--- config.mk ---
export PLATFORM = sky130hd
export DESIGN_NAME = tt_prim_sync_filt_flat
export DESIGN_NICKNAME = d
export VERILOG_FILES = /design/src/rtl/tt_prim_sync_filt_if.sv /design/src/rtl/tt_prim_sync_filt.sv /design/src/flat_wrapper.sv
export SDC_FILE = /design/constraint.sdc
export NUM_CORES = 1
export LEC_CHECK = 0
export BUFFER_PORTS_ARGS = -buffer_cell sky130_fd_sc_hd__buf_2
export CAP_MARGIN = 20
export CORE_UTILIZATION = 48
export CTS_BUF_LIST = sky130_fd_sc_hd__clkbuf_8
export CTS_CLUSTER_DIAMETER = 50
export CTS_CLUSTER_SIZE = 25
export DETAILED_ROUTE_END_ITERATION = 10
export MAX_ROUTING_LAYER = met4
export PLACE_DENSITY = 0.79
export SETUP_SLACK_MARGIN = 0.2
export SLEW_MARGIN = 30
export SYNTH_ARGS = -nofsm -noshare
export SYNTH_HDL_FRONTEND = slang
export SYNTH_SLANG_ARGS = --single-unit
--- constraint.sdc ---
create_clock -name clk -period 1.6 [get_ports clk]
set_input_delay 0.16 -clock clk [delete_from_list [all_inputs] [get_ports clk]]
set_output_delay 0.16 -clock clk [all_outputs]
set_load 0.01 [all_outputs]
--- src/rtl/tt_prim_sync_filt_if.sv ---
// tt_prim_sync_filt_if: groups the raw input vector and the conditioned
// outputs (level plus rise/fall pulses) of tt_prim_sync_filt.
// master = the logic that owns the raw inputs and consumes the outputs.
// slave  = the conditioning primitive itself.
interface tt_prim_sync_filt_if #(
  parameter int WIDTH = 8
);
  logic [WIDTH-1:0] a;     // asynchronous raw inputs
  logic [WIDTH-1:0] z;     // synchronised, filtered, polarity-corrected level
  logic [WIDTH-1:0] rise;  // one-cycle pulse on z 0->1
  logic [WIDTH-1:0] fall;  // one-cycle pulse on z 1->0

  modport master (
    output a,
    input  z,
    input  rise,
    input  fall
  );

  modport slave (
    input  a,
    output z,
    output rise,
    output fall
  );
endinterface : tt_prim_sync_filt_if

--- src/rtl/tt_prim_sync_filt.sv ---
// tt_prim_sync_filt: per-channel input conditioning.
//   ai = a ^ INV_MASK -> STAGES-deep synchroniser -> consecutive-sample
//   glitch filter (FILT_LEN agreeing samples accept a change) -> level z,
//   plus registered one-cycle rise/fall pulses on z.
// Channels are fully independent.
// Optional feature macro: TT_PRIM_SYNC_EDGE_EN
//   defined   : rise/fall pulse registers are built.
//   undefined : rise/fall are tied to 0, no edge flops; z is unchanged.
module tt_prim_sync_filt #(
  parameter int               WIDTH    = 8,
  parameter int               STAGES   = 2,
  parameter int               FILT_LEN = 4,
  parameter logic [WIDTH-1:0] INV_MASK = {WIDTH{1'b0}},
  parameter logic [WIDTH-1:0] RST_VAL  = {WIDTH{1'b0}}
) (
  input  logic                 clk,
  input  logic                 rst_n,
  tt_prim_sync_filt_if.slave   bus
);

  // Counter only has to reach FILT_LEN-1; keep at least one bit so the
  // declaration stays legal when FILT_LEN = 1 (counter then stays at 0).
  localparam int             CW      = (FILT_LEN > 1) ? $clog2(FILT_LEN) : 1;
  localparam logic [CW-1:0]  CNT_MAX = CW'(FILT_LEN - 1);

  logic [WIDTH-1:0]                 w_ai;
  logic [STAGES-1:0][WIDTH-1:0]     r_sync;
  logic [WIDTH-1:0]                 w_s;
  logic [WIDTH-1:0]                 r_z;
  logic [WIDTH-1:0]                 w_z_next;
  logic [WIDTH-1:0][CW-1:0]         r_cnt;
  logic [WIDTH-1:0][CW-1:0]         w_cnt_next;

  // Polarity correction happens before the first flop so the synchroniser
  // only ever sees the corrected sense.
  assign w_ai = bus.a ^ INV_MASK;
  assign w_s  = r_sync[STAGES-1];

  // Synchroniser shift chain; every stage resets to RST_VAL so no phantom
  // edge travels down the chain after reset release.
  // NOTE: the chain is a handful of flops, not a memory, so resetting every
  // stage is cheap and keeps reset behaviour deterministic.
  always_ff @(posedge clk or negedge rst_n) begin
    if (!rst_n) begin
      r_sync <= {STAGES{RST_VAL}};
    end else begin
      // NOTE: non-blocking, so each stage captures the previous stage's value
      // from before this edge; blocking here would collapse the chain to one
      // flop.
      r_sync[0] <= w_ai;
      for (int k = 1; k < STAGES; k++) begin
        r_sync[k] <= r_sync[k-1];
      end
    end
  end

  // Filter next-state: any agreeing sample clears the count; FILT_LEN
  // consecutive differing samples move z to the new value.
  always_comb begin
    // NOTE: defaults first, so every path assigns every bit and no latch
    // is inferred.
    w_z_next   = r_z;
    w_cnt_next = '0;
    for (int i = 0; i < WIDTH; i++) begin
      if (w_s[i] != r_z[i]) begin
        if (r_cnt[i] == CNT_MAX) begin
          w_z_next[i] = w_s[i];
        end else begin
          w_cnt_next[i] = r_cnt[i] + CW'(1);
        end
      end
    end
  end

  // Filter state: accepted level and per-channel agreement counter.
  always_ff @(posedge clk or negedge rst_n) begin
    if (!rst_n) begin
      r_z   <= RST_VAL;
      r_cnt <= '0;
    end else begin
      r_z   <= w_z_next;
      r_cnt <= w_cnt_next;
    end
  end

  assign bus.z = r_z;

`ifdef TT_PRIM_SYNC_EDGE_EN
  logic [WIDTH-1:0] r_rise;
  logic [WIDTH-1:0] r_fall;

  // Edge pulses are registered from the same next-state as z, so a pulse is
  // high exactly in the first cycle z shows its new value.
  always_ff @(posedge clk or negedge rst_n) begin
    if (!rst_n) begin
      r_rise <= '0;
      r_fall <= '0;
    end else begin
      r_rise <= ~r_z &  w_z_next;
      r_fall <=  r_z & ~w_z_next;
    end
  end

  assign bus.rise = r_rise;
  assign bus.fall = r_fall;
`else
  assign bus.rise = '0;
  assign bus.fall = '0;
`endif

endmodule : tt_prim_sync_filt

--- src/flat_wrapper.sv ---
// flat-port wrapper written by rule: the top's interface ports become plain ports
module tt_prim_sync_filt_flat 
#(
  parameter int               WIDTH    = 8,
  parameter int               STAGES   = 2,
  parameter int               FILT_LEN = 4,
  parameter logic [WIDTH-1:0] INV_MASK = {WIDTH{1'b0}},
  parameter logic [WIDTH-1:0] RST_VAL  = {WIDTH{1'b0}}
)
  (clk, rst_n, bus_a, bus_z, bus_rise, bus_fall);
  tt_prim_sync_filt_if #(.WIDTH(WIDTH)) bus_i ();
  input  logic clk;
  input  logic rst_n;
  input wire logic [$bits(bus_i.a)-1:0] bus_a;
  output wire logic [$bits(bus_i.z)-1:0] bus_z;
  output wire logic [$bits(bus_i.rise)-1:0] bus_rise;
  output wire logic [$bits(bus_i.fall)-1:0] bus_fall;
  assign bus_i.a = bus_a;
  assign bus_z = bus_i.z;
  assign bus_rise = bus_i.rise;
  assign bus_fall = bus_i.fall;
  tt_prim_sync_filt #(.WIDTH(WIDTH), .STAGES(STAGES), .FILT_LEN(FILT_LEN), .INV_MASK(INV_MASK), .RST_VAL(RST_VAL)) u_core (.clk(clk), .rst_n(rst_n), .bus(bus_i));
endmodule
# Yosys cells after proc, flatten, opt, wreduce, memory -nomap -nowiden
# Index checks and enable logic that the tools add are counted.
totals:
  latch_bits: 0
  elab_cells: 66
  inputBits: 10
  rom_bits: 0
  memories: 0
  ff_bits: 40
  ramBits: 0
  output_inout_bits: 24
op_classes:
  n_bitwise: 0
  add_sub_neg: 8
  n_eq_ne: 16
  n_div: 0
  order_cmp: 0
  mul: 0
  reduce_logical: 8
  n_mux: 16
  n_shift: 0
op_table:
  columns: ["operator", "count"]
  rows:
  - ["2-to-1 mux 2 bit", 16]
  - ["adder 2 x 1 -> 2 bit (second input constant)", 8]
  - ["equality test 2 bit (second input constant)", 8]
  - ["AND reduction 2 bit", 8]
  - ["!= test 1 bit", 8]

# Depth between registers and ports, before layout
# Gate-level depths: netlist (run 1).
logic_depth:
  depth_word: 3
  ltp_mapped: 2
  ltp_nobuf: 2

# Worst setup path after synthesis (run 1)
# No wires, ideal clock.
synth_path:
  path_type: "register to register"
  start: "reg u_core.r_cnt[12] (netlist bit)"
  end: "reg u_core.r_z[6] (netlist: u_core.bus.z[6])"
  arrival_time_ns: 0.885
  period_less_slack_ns: 1.013
  setup_slack_ns: 0.587
  t_required_ns: 1.472
  stages_incl_launch_ff: 3
  setup_ns: 0.128
  path_buffers: 0
  path_cell_list: "dfrtp_1 > ha_1 > mux2_1"
synth_between:
  elab_chain_cells: 2
synth_lines:
  columns: ["item", "line", "text"]
  rows:
  - ["start: declaration", "tt_prim_sync_filt.sv:31", "logic [WIDTH-1:0][CW-1:0] r_cnt;"]
  - ["start signal: assignment", "tt_prim_sync_filt.sv:82", "r_cnt <= w_cnt_next;"]
  - ["equality test 2 bit", "tt_prim_sync_filt.sv:66", "if (r_cnt[i] == CNT_MAX) begin"]
  - ["AND reduction 2 bit (no line)", null, null]
  - ["end signal: assignment", "tt_prim_sync_filt.sv:81", "r_z <= w_z_next;"]
  - ["end: declaration", "tt_prim_sync_filt.sv:29", "logic [WIDTH-1:0] r_z;"]
# Every way passes these cells.
# A chain may end at the register's enable or synchronous reset.

# Worst setup path in the final report (run 1)
layout_path:
  start: "reg u_core.r_cnt[8] (netlist bit)"
  end: "reg u_core.r_z[4] (netlist: u_core.bus.z[4])"
# The elaborated chain is that of the path after synthesis.

==> out/summary.txt, run 1 <==
Htree depth: 2
Flops & latches, synth: 40
Congestion Overflow GR: 0
Largest net degree at the start of global routing: 41
Worst setup SP type: flop
Clock share of power: 22.3%
Hold Crit Class: flop to flop
Worst R2R End: u_core.bus.z[4]
Clock root cell: clkbuf_8
Fin. Hold Viols: 0
Max Cap Viol: 0
Placed instance area: 1600 um2
WHS Path Cells: 0
Detail Route Antenna Nets: 0
Clock Path Buffers: 2
WL/cell: 10.4 um
CTS Buf Count: 5
Core outline area: 3030 um2
Nets: 148
Row count: 20
DRT Wirelength: 1830 um
Synthesized area: 1520 um2
Fillers: 245
Final setup fails: 0
Post-Syn Instances: 97
Skew final: 3.85 ps
R2R Setup Slk: 520 ps
Initial core utilization: 50.2%
HPWL after DPL: 1270 um
Slew Limit Fails: 0
Via-to-Cell Ratio: 4.27
Hold Crit Endpoint: u_core.w_s[5]
Clock latency on the worst-skew pair: 290 ps
Via count: 748
Peak supply drop: 1.04 mV
Avg Inst Size Synth: 15.7 um2
Cell internal pwr: 2000 uW
Power, Total: 2870 uW
Number of remaining DRC errors: 0
Clk sinks: 40
Die Area: 3400 um2
Antenna diode count: 0
Initial antenna violation count: 0
Reg2reg start: u_core.r_cnt[8]
Yosys Warn Count: 0
Switching portion of total power: 30.1%
Die X: 58.3 um
Cell taking the most area after synthesis: dfrtp_1
Vias in the first global route: 828
Worst Path Arrival: 1260 ps
Worst-path clk slew: 70 ps
Switching power: 863 uW
Synth unique cells: 11
Pwr dens: 1610 nW/um2
IO buf count: 17
Max FO, Critical Path: 2
Combinational Power Share: 25.8%
Yosys top cell area share: 65.8%
Post-Layout Cell Count: 175
Critical path class: flop to flop
Pre-Repair DR Iteration Count: 3
Global Route Usage Sum: 14.7%
Period minus WS final: 1080 ps
Top Ports: 34
Hold_sp: u_core.r_sync[5]
Post-Place Cells: 158
R2R depth: 2
DRT iter0 DRCs: 17
Routability Congestion: 0.691
CP Capture Type: flop
Status: complete, no violations
Static leakage: 0.000878 uW
Area grow syn2layout: 17.2%
RSZ-0062 raised after global routing: no
Resize count post-CTS: 0
Sequential fraction of design power: 51.9%
Fmax: 927 MHz
Fin crit share: 67.5%
Synth top area cells: dfrtp_1 (66%), buf_4 (7.9%), ha_1 (6.6%)
Worst Path Required: 1780 ps
Layout cells sized above 1: 26.0%
CTS tree: done
Die Ht: 58.3 um
WHS: 350 ps
First-pass GRT wire length: 3470 um
Post-route cell area: 1780 um2
TNS Setup: 0 ps
Seq/Total Area, Yosys: 65.8%
[synth_stat cells, drive strengths merged]
| cell | count |
|---|---|
| and2 | 2 |
| nor3b | 2 |
| nor3 | 6 |
| conb | 1 |
| ha | 8 |
| buf | 16 |
| xnor2 | 6 |
| mux2 | 8 |
| nor2b | 6 |
| dfrtp | 40 |
| xor2 | 2 |
[sequential cells by signal, summed over array words and instances, names as in the netlist]
name and flops:
u_core.bus.z 8, u_core.w_s 8, u_core.r_cnt 16, u_core.r_sync 8
[cells in the final DEF (no fill, tap or decap)]
cell	instances
and2_1	2
buf_2	17
buf_4	1
clkbuf_8	5
clkinv_2	2
clkinv_4	1
conb_1	16
dfrtp_1	40
dlygate4sd3_1	9
ha_1	8
mux2_1	8
nor2b_1	6
nor3_2	6
nor3b_2	2
xnor2_1	6
xor2_1	2
[worst max-delay path, stage by stage (launching register included)]
cell,delay (ps)
dfrtp_1,400
ha_1,240
mux2_1,320
[final cells by class]
class	count	area, um2	area share (%)
clock buffers	5	68.8	3.86
flip-flops and latches	40	1000	56.2
multi-input cells	56	455	25.6
well taps	44	55.1	3.09
clock inverters	3	18.8	1.05
repair buffers	27	183	10.3
[repair_timing]
item                                   4_1_cts  5_1_grt
hold buffers                                 9        0
buffers inserted                             0        0
endpoints found under the hold margin       48        0
[per-stage QoR]
| stage | utilization, % | setup slack (ps) |
|---|---|---|
| after global placement | 53.0 | 562 |
| after floorplan | - | 587 |
| after detailed placement | 53.0 | 513 |
| after global routing | 58.8 | 488 |
| final | 58.8 | 521 |
| after CTS | 58.8 | 502 |
[power groups by stage]
stage | Sequential (uW) | Clock, uW | Combinational (uW)
finish | 1490 | 639 | 740
global route | 1530 | 706 | 865
detailed placement | 1510 | 0 | 733
CTS | 1490 | 665 | 760
global placement | 1490 | 0 | 689
floorplan | 1520 | 0 | 496
[routing by layer]
layer / wire [um] / track usage, % / vias to the layer above
li1: - / - / 351
met5: 0 / - / -
met4: 42 / 7.14 / 0
met2: 930 / 23.8 / 23
met3: 116 / 6.70 / 8
met1: 736 / 15.2 / 366
[cell families after synthesis]
kind of cell / after synthesis / share of synthesized area (%)
XOR/XNOR: 8 / 4.61
adder cells (fa/ha/maj): 8 / 6.58
buffers and inverters: 16 / 7.90
flip-flops: 40 / 65.8
multiplexers: 8 / 5.93
other: 1 / 0.247
AND/OR/NAND/NOR: 16 / 8.89
[how the worst max path moves through the flow]
stage / cells past startpoint / endpoint / slack [ps] / start
finish: 2 / u_core.bus.z[4] / 520 / u_core.r_cnt[8]
global placement: 2 / u_core.bus.z[5] / 560 / u_core.r_cnt[10]
detailed placement: 2 / u_core.bus.z[4] / 510 / u_core.r_cnt[8]
CTS: 2 / u_core.bus.z[4] / 500 / u_core.r_cnt[8]
floorplan: 2 / u_core.bus.z[6] / 590 / u_core.r_cnt[12]
global route: 2 / u_core.bus.z[4] / 490 / u_core.r_cnt[8]
Note: power is estimated with default switching activity, not from simulation.
==> run 2, diff against run 1 <==
--- a/config.mk
+++ b/config.mk
@@ -5,6 +5,7 @@
 export SDC_FILE = /design/constraint.sdc
 export NUM_CORES = 1
 export LEC_CHECK = 0
+export ABC_AREA = 1
 export BUFFER_PORTS_ARGS = -buffer_cell sky130_fd_sc_hd__buf_2
 export CAP_MARGIN = 20
 export CORE_UTILIZATION = 48
@@ -13,7 +14,7 @@
 export CTS_CLUSTER_SIZE = 25
 export DETAILED_ROUTE_END_ITERATION = 10
 export MAX_ROUTING_LAYER = met4
-export PLACE_DENSITY = 0.79
+export PLACE_DENSITY = 0.81
 export SETUP_SLACK_MARGIN = 0.2
 export SLEW_MARGIN = 30
 export SYNTH_ARGS = -nofsm -noshare
==> constraint.sdc (replaced) <==
create_clock -name clk -period 0.9 [get_ports clk]
set_input_delay 0.09 -clock clk [delete_from_list [all_inputs] [get_ports clk]]
set_output_delay 0.09 -clock clk [all_outputs]
set_load 0.01 [all_outputs]
==> run 2 against run 1 <==
The flow now finishes with violations (setup timing). Flip-flop and latch count unchanged. Largest power group unchanged. Synthesized cell count increased by 58%. Count of clock-buffer cells in the layout unchanged.
==> out/summary.txt, run 2 <==
Status: complete, but fails checks
Failing checks: setup timing
Vias in the first global route: 1030 (+24%)
Dominant synthesized flop cell: dfrtp_1
CTS Buf Count: 5 (unchanged)
Commonest non-fill, non-tap cells in the layout: dfrtp_1 (40), nand2_1 (21), conb_1 (16)
Period minus WS final: 962 ps (-117 ps)
Post-Place Cells: 214 (+35%)
Synth unique cells: 9 (-2)
HPWL after DPL: 1470 um (+15%)
Layout cells sized above 1: 37.9% (+12 points)
Final Util: 68.5% (+9.7 points)
Hold Crit Class: input port to async pin
Slew Limit Fails: 0 (unchanged)
Post-Layout Cell Count: 239 (+37%)
Static leakage: 0.00107 uW (+22%)
Pwr dens: 3000 nW/um2 (+86%)
R2R depth: 3 (+1)
Routability Congestion: 0.688 (-0.38%)
Clock root cell: clkbuf_8
Largest register by flop count: u_core.r_cnt
IO buf count: 17 (unchanged)
R2R Setup Slk: -60 ps (-580 ps)
Antenna diode count: 0 (unchanged)
Peak supply drop: 1.54 mV (+48%)
Asr flop ratio synth: 100% (unchanged)
Fin. Hold Viols: 0 (unchanged)
Row count: 20 (unchanged)
Clock latency on the worst-skew pair: 290 ps (about the same)
CP Launch Point: u_core.r_cnt[0]
Flops & latches, synth: 40 (unchanged)
Post-Syn Instances: 153 (+58%)
Initial antenna violation count: 0 (unchanged)
RSZ-0062 raised after global routing: yes
Avg Inst Size Synth: 10.4 um2 (-34%)
Post-route cell area: 2130 um2 (+19%)
Cell taking the most area after synthesis: dfrtp_1
Fillers: 240 (-2.0%)
Nets: 212 (+43%)
Top Family by Delay on Critical Path: flip-flops
Largest stage delay on the critical path: 420 ps (+20 ps)
WL/cell: 9.87 um (-5.4%)
Fin crit share: 107% (+39 points)
Top cells by count, synth: dfrtp_1 (40), nand2_1 (32), inv_1 (24)
Seq/Total Area, Yosys: 63.1% (-2.7 points)
Worst-path clk slew: 90 ps (+20 ps)
CP Capture Type: flop
Detail Route Antenna Nets: 0 (unchanged)
Die X: 59.5 um (+2.1%)
Skew final: 13.0 ps (+9.11 ps)
Placed instance area: 1700 um2 (+6.1%)
Critical path buffers and inverters: 0 (unchanged)
Die Ht: 59.5 um (+2.1%)
Pre-Repair DR Iteration Count: 4 (+1)
Number of remaining DRC errors: 0 (unchanged)
Clk sinks: 40 (unchanged)
Final setup fails: 14 (+14)
Die Area: 3540 um2 (+4.1%)
Synth top area cells: dfrtp_1 (63%), buf_4 (7.6%), nand2_1 (7.6%)
Area grow syn2layout: 34.2%
Worst R2R End: u_core.r_cnt[0]
CTS tree: done
Most common cell after layout, fill and taps aside: dfrtp_1
Worst setup margin: -62.1 ps (-583 ps)
Reg2reg start: u_core.r_cnt[0]
Max Cap Viol: 0 (unchanged)
Crit-path slowest cell: dfrtp_1
Synthesized area: 1590 um2 (+4.3%)
Largest register FFs: 16 (unchanged)
Htree depth: 2 (unchanged)
Most frequent cell after synthesis: dfrtp_1
Crit path cell chain: ha_4 -> or2_0 -> nor2_1
Via count: 998 (+33%)
Via-to-Cell Ratio: 4.18 (-2.3%)
Clock Path Buffers: 2 (unchanged)
DRT iter0 DRCs: 12 (-5)
Critical Path Stages: 3 (+1)
Worst Path Arrival: 1190 ps (-70 ps)
WHS: 207 ps (-143 ps)
Sequential Area: 1000 um2 (unchanged)
Critical path class: flop to flop
Multi-input gate area: 576 um2 (+26%)
DRT Wirelength: 2360 um (+29%)
Yosys Warn Count: 0 (unchanged)
Initial core utilization: 51.1% (+0.88 points)
Congestion Overflow GR: 0 (unchanged)
Worst setup SP type: flop
Fmax: 1040 MHz (+12%)
Yosys top cell area share: 63.1% (-2.7 points)
Largest net degree at the start of global routing: 31 (-24%)
First-pass GRT wire length: 4130 um (+19%)
Max FO, Critical Path: 2 (unchanged)
Top Ports: 34 (unchanged)
Worst Path Required: 1120 ps (-660 ps)
Global Route Usage Sum: 17.1% (+2.4 points)
EDFF count, synth: 0 (unchanged)
Core outline area: 3100 um2 (+2.5%)
Worst setup path endpoint: u_core.r_cnt[0]
run 2: kinds of logic after synthesis:
family	Yosys count	share of synthesized area (%)
compound gates	8	2.53
fa+ha+maj	8	6.31
buf+inv	40	13.3
flops	40	63.1
other cells	1	0.237
simple gates	56	14.5
run 2: where the power goes:
part           switching [uW]  leakage [uW]  internal [uW]
Combinational            1080      0.000522           1180
Clock                     617     0.0000541            820
Sequential                386      0.000491           2300
run 2: layer usage:
| metal | track usage, % | up-vias | wire length, um |
|---|---|---|---|
| met4 | 5.10 | 0 | 12 |
| met5 | - | - | 0 |
| met1 | 19.3 | 464 | 1050 |
| met2 | 27.1 | 31 | 1190 |
| li1 | - | 501 | - |
| met3 | 7.86 | 2 | 105 |
run 2: how the worst min path moves through the flow:
| stage | start | end | cells after the start |
|---|---|---|---|
| CTS | rst_n | u_core.bus.z[7] | 2 |
| detailed placement | rst_n | u_core.r_cnt[14] | 1 |
| finish | rst_n | u_core.w_s[7] | 2 |
| global route | rst_n | u_core.w_s[7] | 2 |
| global placement | rst_n | u_core.bus.z[7] | 1 |
| floorplan | rst_n | u_core.bus.z[0] | 0 |
run 2: timing repair:
action	4_1_cts	5_1_grt
setup buffers	8	0
hold buffers	9	0
resized for setup	31	28
hold endpoints to repair	48	0
endpoints found under the setup margin	32	56
pin swaps	13	5
run 2: cell type report:
cell class	instances	area share (%)
flip-flops and latches	40	47.1
inverters	24	4.59
repair buffers	35	13.5
well taps	44	2.59
multi-input cells	88	27.1
clock inverters	3	2.00
clock buffers	5	3.24
run 2: per-stage QoR:
stage                     setup TNS, ps  total power [uW]  setup slack (ps)
final                              -357              6380             -62.1
after global routing              -1200              6900              -129
after CTS                          -325              6110             -47.5
after detailed placement          -60.1              3980             -34.2
after global placement                0              3870              13.4
after floorplan                       0              3570              50.1
